[config.mk]
export PLATFORM = sky130hd
export DESIGN_NAME = dmux_dispatch_ctrl_flat
export DESIGN_NICKNAME = d
export VERILOG_FILES = /design/src/rtl/dmux_dispatch_ctrl_if.sv /design/src/rtl/dmux_dispatch_ctrl.sv /design/src/flat_wrapper.sv
export SDC_FILE = /design/constraint.sdc
export NUM_CORES = 1
export LEC_CHECK = 0
export CAP_MARGIN = 20
export CORE_ASPECT_RATIO = 0.7
export CORE_MARGIN = 2
export CORE_UTILIZATION = 50
export DETAILED_ROUTE_END_ITERATION = 10
export HOLD_SLACK_MARGIN = 0.03
export PLACE_DENSITY_LB_ADDON = 0.1
export SLEW_MARGIN = 0
export SYNTH_ARGS = -nofsm -noshare
export SYNTH_HDL_FRONTEND = slang
export SYNTH_SLANG_ARGS = --single-unit
[constraint.sdc]
create_clock -name clk -period 4.5 [get_ports clk]
set_input_delay 0.675 -clock clk [delete_from_list [all_inputs] [get_ports clk]]
set_output_delay 0.675 -clock clk [all_outputs]
set_load 0.02 [all_outputs]
[src/rtl/dmux_dispatch_ctrl_if.sv]
`default_nettype none
// ============================================================================
// Module  : dmux_dispatch_ctrl_if
// Brief   : Stream, configuration and demux-side bundle of the dispatch controller.
// Revision: 1.0 - initial release
// ============================================================================
interface dmux_dispatch_ctrl_if #(
  parameter int DATA_W = 8,
  parameter int CNT_W  = 16
);
  logic              in_valid;
  logic [DATA_W-1:0] in_data;
  logic              in_ready;
  logic [3:0]        cfg_mask;
  logic              cfg_fixed;
  logic [1:0]        cfg_sel;
  logic [3:0]        lane_ready;
  logic              dmux_en;
  logic [1:0]        dmux_sel;
  logic [DATA_W-1:0] out_data;
  logic [3:0]        out_valid;
  logic [CNT_W-1:0]  sent_cnt;
  logic              stall;

  modport master (
    output in_valid, in_data, cfg_mask, cfg_fixed, cfg_sel, lane_ready,
    input  in_ready, dmux_en, dmux_sel, out_data, out_valid, sent_cnt, stall
  );

  modport slave (
    input  in_valid, in_data, cfg_mask, cfg_fixed, cfg_sel, lane_ready,
    output in_ready, dmux_en, dmux_sel, out_data, out_valid, sent_cnt, stall
  );
endinterface
`default_nettype wire

[src/rtl/dmux_dispatch_ctrl.sv]
`default_nettype none
// ============================================================================
// Module  : dmux_dispatch_ctrl
// Brief   : Holds one item and steers it through a 1-to-4 demux, lane chosen by
//           weighted round-robin over enabled lanes or by a fixed lane.
// Revision: 1.0 - initial release
// ============================================================================
module dmux_dispatch_ctrl #(
  parameter int DATA_W = 8,
  parameter int BURST  = 2,
  parameter int CNT_W  = 16
) (
  input  wire logic           clk,
  input  wire logic           rst_n,
  dmux_dispatch_ctrl_if.slave bus
);

  typedef enum logic [0:0] {
    S_IDLE = 1'b0,
    S_SEND = 1'b1
  } state_t;

  localparam logic [3:0] C_BURST = 4'(BURST);

  state_t            state_q, state_d;
  logic [1:0]        sel_q;
  logic [DATA_W-1:0] data_q;
  logic [CNT_W-1:0]  cnt_q;
  logic              stall_q;
  logic [1:0]        rr_q, rr_d;
  logic [3:0]        burst_q, burst_d;

  logic       rr_ok;
  logic [1:0] rr_lane;
  logic       sel_ok;
  logic [1:0] pick_lane;
  logic       load;
  logic       complete;
  logic [3:0] burst_nx;

  // Descending scan so the smallest offset from rr_q wins.
  always_comb begin
    rr_ok   = 1'b0;
    rr_lane = rr_q;
    for (int i = 3; i >= 0; i--) begin
      if (bus.cfg_mask[rr_q + 2'(i)]) begin
        rr_ok   = 1'b1;
        rr_lane = rr_q + 2'(i);
      end
    end
  end

  always_comb begin
    if (bus.cfg_fixed) begin
      sel_ok    = bus.cfg_mask[bus.cfg_sel];
      pick_lane = bus.cfg_sel;
    end else begin
      sel_ok    = rr_ok;
      pick_lane = rr_lane;
    end
  end

  assign complete     = (state_q == S_SEND) && bus.lane_ready[sel_q];
  assign bus.in_ready = sel_ok && ((state_q == S_IDLE) || complete);
  assign load         = bus.in_valid && bus.in_ready;

  always_comb begin
    state_d = state_q;
    case (state_q)
      S_IDLE: if (load) state_d = S_SEND;
      S_SEND: begin
        if (load)          state_d = S_SEND;
        else if (complete) state_d = S_IDLE;
      end
      default: state_d = S_IDLE;
    endcase
  end

  // A lane reached by skipping disabled lanes starts a fresh burst.
  always_comb begin
    rr_d     = rr_q;
    burst_d  = burst_q;
    burst_nx = (pick_lane != rr_q) ? 4'd1 : burst_q + 4'd1;
    if (load && !bus.cfg_fixed) begin
      if (burst_nx >= C_BURST) begin
        burst_d = 4'd0;
        rr_d    = pick_lane + 2'd1;
      end else begin
        burst_d = burst_nx;
        rr_d    = pick_lane;
      end
    end
  end

  always_ff @(posedge clk or negedge rst_n) begin
    if (!rst_n) begin
      state_q <= S_IDLE;
      rr_q    <= 2'd0;
      burst_q <= 4'd0;
      stall_q <= 1'b0;
    end else begin
      state_q <= state_d;
      rr_q    <= rr_d;
      burst_q <= burst_d;
      stall_q <= bus.in_valid && !sel_ok;
    end
  end

  always_ff @(posedge clk or negedge rst_n) begin
    if (!rst_n) begin
      sel_q  <= 2'd0;
      data_q <= '0;
    end else if (load) begin
      sel_q  <= pick_lane;
      data_q <= bus.in_data;
    end
  end

  always_ff @(posedge clk or negedge rst_n) begin
    if (!rst_n) begin
      cnt_q <= '0;
    end else if (complete) begin
      cnt_q <= cnt_q + 1'b1;
    end
  end

  assign bus.dmux_en   = (state_q == S_SEND);
  assign bus.dmux_sel  = sel_q;
  assign bus.out_data  = data_q;
  assign bus.out_valid = (state_q == S_SEND) ? (4'b0001 << sel_q) : 4'b0000;
  assign bus.sent_cnt  = cnt_q;
  assign bus.stall     = stall_q;

endmodule
`default_nettype wire

[src/flat_wrapper.sv]
// flat-port wrapper written by rule: the top's interface ports become plain ports
module dmux_dispatch_ctrl_flat 
#(
  parameter int DATA_W = 8,
  parameter int BURST  = 2,
  parameter int CNT_W  = 16
)
  (clk, rst_n, bus_in_valid, bus_in_data, bus_cfg_mask, bus_cfg_fixed, bus_cfg_sel, bus_lane_ready, bus_in_ready, bus_dmux_en, bus_dmux_sel, bus_out_data, bus_out_valid, bus_sent_cnt, bus_stall);
  dmux_dispatch_ctrl_if #(.DATA_W(DATA_W), .CNT_W(CNT_W)) bus_i ();
  input  wire logic clk;
  input  wire logic rst_n;
  input wire logic [$bits(bus_i.in_valid)-1:0] bus_in_valid;
  input wire logic [$bits(bus_i.in_data)-1:0] bus_in_data;
  input wire logic [$bits(bus_i.cfg_mask)-1:0] bus_cfg_mask;
  input wire logic [$bits(bus_i.cfg_fixed)-1:0] bus_cfg_fixed;
  input wire logic [$bits(bus_i.cfg_sel)-1:0] bus_cfg_sel;
  input wire logic [$bits(bus_i.lane_ready)-1:0] bus_lane_ready;
  output wire logic [$bits(bus_i.in_ready)-1:0] bus_in_ready;
  output wire logic [$bits(bus_i.dmux_en)-1:0] bus_dmux_en;
  output wire logic [$bits(bus_i.dmux_sel)-1:0] bus_dmux_sel;
  output wire logic [$bits(bus_i.out_data)-1:0] bus_out_data;
  output wire logic [$bits(bus_i.out_valid)-1:0] bus_out_valid;
  output wire logic [$bits(bus_i.sent_cnt)-1:0] bus_sent_cnt;
  output wire logic [$bits(bus_i.stall)-1:0] bus_stall;
  assign bus_i.in_valid = bus_in_valid;
  assign bus_i.in_data = bus_in_data;
  assign bus_i.cfg_mask = bus_cfg_mask;
  assign bus_i.cfg_fixed = bus_cfg_fixed;
  assign bus_i.cfg_sel = bus_cfg_sel;
  assign bus_i.lane_ready = bus_lane_ready;
  assign bus_in_ready = bus_i.in_ready;
  assign bus_dmux_en = bus_i.dmux_en;
  assign bus_dmux_sel = bus_i.dmux_sel;
  assign bus_out_data = bus_i.out_data;
  assign bus_out_valid = bus_i.out_valid;
  assign bus_sent_cnt = bus_i.sent_cnt;
  assign bus_stall = bus_i.stall;
  dmux_dispatch_ctrl #(.DATA_W(DATA_W), .BURST(BURST), .CNT_W(CNT_W)) u_core (.clk(clk), .rst_n(rst_n), .bus(bus_i));
endmodule
==> results.md <==
- Max-cap check violation count: 0
- Post-synthesis cell count: between 150 and 200
- CTS HTree Levels: 2
- Startpoint types: primary input
- Yosys top cell area share: 46.0%
- Clock transition at path regs: 0.07 ns
- Yosys warning count: 0
- Post-DRT Antenna Nets: 0
- Nets: between 200 and 250
- Hold Buf Count CTS: 0
- CTS tree: built
- Hold path endpoint: u_core.bus.sent_cnt[8]
- Critical path class: in2out
- Post-Syn Nets: 193
- Sequential area share after synthesis: 46.0%
- TritonCTS Sinks: 34
- Reg2reg setup slack: 2.25 ns
- First-pass GRT wire length: 6530 µm
- Final Util: a little over two thirds
- Initial antenna violation count: 0
- Vias/cell: ~5.3
- I/O pin count: 55
- Root Buffer: clkbuf_8
- RR Startpoint: u_core.rr_q[1]
- Critical-path maximum fanout: 10
- Tightest Hold Check Type: reg2reg
- Fin crit period: about 3.5 ns
- Worst VDD drop: roughly 0.0004 V
- Max Freq: 282 MHz
- Leakage: ~1 nW
- Hold Crit Depth: 1
- Global-route usage over all layers: a little over 20%
- Total Die Area: between 4000 and 5000 µm²
- Fin crit share: 78.7%
- Status: finished, final reports clean
- Arr. time, crit path: around 2.9 ns
- Core area: roughly 3500 µm²
- Vias: 1451
- Final HPWL DP: between 2000 and 3000 µm
- Die width: 76.7 µm
- Total gr overflow: 0
- IO Port Bufs: 54
- CTS Buf Count: 5
- Clk_lat worst skew: about 0.29 ns
- Residual DRC: 0
- Library cells used by synthesis: 43
- Final Skew: between 0.003 and 0.004 ns
- Syn Area/Cell: 10.9 µm²
- Fillers: roughly 280
- Critical Path RT: 3.83 ns
- Min-delay src: u_core.bus.sent_cnt[8]
- Final Hold Fails: 0
- 1st-pass router iterations: 5
- Largest net degree at the start of global routing: 35
- Max-slew violations: 0
- ANT cells: 0
- Initial Util: 52.3%
- Slew margin rel.: between 50% and 60%
- Non-filler cells in the finished layout: around 270
- WL/cell: 14.5 µm
- Reg2reg end: u_core.rr_q[0]
- PD cells: 549 nW/µm²
- Leading area contributor after synthesis: dfrtp_1
- Critical path capture point type: output pin
- Share of cells above drive strength 1: a little over an eighth
- Post-Route WL: a little under 4000 µm
- Area delta synth->final: 34.3%
- Clock Tree Buf Depth: 2
- Quantity of gates resized following cts: 0
- Synth area leaders: dfrtp_1 46%, mux2_2 8.5%, xnor2_1 7.1%, nand2_1 2.8%, nor2_1 2.6%
- 1st-iter DRT viols: just over 90
- Worst r2r path cells: 6
- Post-CTS Setup Bufs: 0
- DP Cell Count: ~270
- Final RePlAce weighted congestion: slightly below 0.8
- Final setup fails: 0
- Flops & latches, synth: 34
- Setup TNS: 0 ns
- RSZ-0062 raised after global routing: no
- Vias in the first global route: 1376
- Actual slew at the worst max-slew pin: about 0.64 ns
- Die Height: roughly 55 µm
- Mapped Area: between 1500 and 2000 µm²
- Row cnt: 18
==> worst max-delay path by stage <==
| stage | depth (start not counted) | from | to | slack, ns |
|---|---|---|---|---|
| 2_1_floorplan | 6 | bus_cfg_mask[1] | bus_in_ready | 2.10 |
| 3_3_place_gp | 7 | bus_cfg_mask[2] | bus_in_ready | 1.09 |
| 3_5_place_dp | 7 | bus_cfg_mask[2] | bus_in_ready | 0.95 |
| 4_1_cts | 7 | bus_cfg_mask[2] | bus_in_ready | 0.95 |
| 5_1_grt | 7 | bus_cfg_mask[2] | bus_in_ready | 0.83 |
| 6_report | 7 | bus_cfg_mask[2] | bus_in_ready | 0.96 |
==> metrics by stage <==
step / power [mW] / hold slack (ns) / area [µm²] / setup slack [ns]
after floorplan: 0.898 / 0.379 / 1850 / 2.10
after global placement: 1.12 / 0.462 / 2400 / 1.09
after detailed placement: 1.15 / 0.466 / 2400 / 0.954
after CTS: 1.37 / 0.490 / 2480 / 0.947
after global routing: 1.45 / 0.527 / 2480 / 0.831
final: 1.36 / 0.487 / 2480 / 0.957
==> layer usage <==
metal,up-vias,wire [µm],GRT usage (%)
met1,698,1790,26.4
met5,-,0,0
met4,0,33,3.64
met2,47,1800,32.9
li1,702,-,-
met3,4,310,8.58
==> where the power goes <==
| part | switching, mW | internal (mW) |
|---|---|---|
| Clock | 0.103 | 0.118 |
| Combinational | 0.304 | 0.333 |
| Sequential | 0.111 | 0.393 |
==> critical path, cell delays in order <==
cell and delay (ns):
clkdlybuf4s50_1 0.68, mux2_2 0.22, nor3_1 0.04, o32a_1 0.34
nor2_1 0.16, and2_1 0.15, clkdlybuf4s50_1 0.59
==> cells by family (layout without fill, tap and decap cells) <==
kind of cell	after synthesis	count (layout)	share of synthesized area, %
XOR/XNOR	20	20	9.48
buffers and inverters	13	66	4.47
multiplexers	17	17	11.5
adder cells (fa/ha/maj)	2	2	1.35
flip-flops	34	34	46.0
AO/OA/AOI/OAI	17	17	8.33
AND/OR/NAND/NOR	66	66	18.8
==> flip-flops by register name, summed over array words and instances (netlist names) <==
name,cells
u_core.bus.dmux_sel,2
u_core.burst_q,4
u_core.bus.stall,1
u_core.bus.out_data,8
u_core.rr_q,2
u_core.bus.sent_cnt,16
u_core.bus.dmux_en,1
==> final cells by class <==
class,count,area (µm²),area share (%)
Inverter,4,15.0,0.605
Timing Repair Buffer,56,556,22.4
Sequential cell,34,851,34.3
Multi-Input combinational cell,122,915,36.9
Clock buffer,6,82.6,3.33
Tap cell,50,62.6,2.52
==> synth_stat cells (all sizes together) <==
cell type and n:
mux2i 1, o22a 1, a221oi 1, o21bai 1
o31ai 2, a31oi 1, nor4b 2, a221o 1
xnor2 15, a21oi 3, ha 2, o21ai 2
nor2b 5, xor2 5, nand3 8, nand4 3
mux2 14, o32a 1, and3 3, nand3b 1
and2 2, o41ai 1, o211ai 1, nor3 7
dfrtp 34, nand2 14, nor4 3, clkbuf 1
and4 1, o2bb2ai 1, nor2 13, a22o 1
or2 1, inv 4, nand2b 2, mux4 2
or4 1, buf 8
==> cells in the final DEF (no fill, tap or decap), types with 2 or more instances in the layout <==
cell and n:
clkdlybuf4s50_1 54, dfrtp_1 34, xnor2_1 15, nand2_1 14, mux2_2 14, nor2_1 13
nand3_1 8, nor3_1 6, clkbuf_8 6, nor2b_1 5, xor2_1 5, inv_1 4
nor4_1 3, and3_1 3, nand4_1 3, mux4_2 2, and2_1 2, a21oi_1 2
o21ai_0 2, nand2b_1 2, o31ai_1 2, ha_1 2, buf_4 2
No activity file was read; power rests on OpenSTA's default activity.
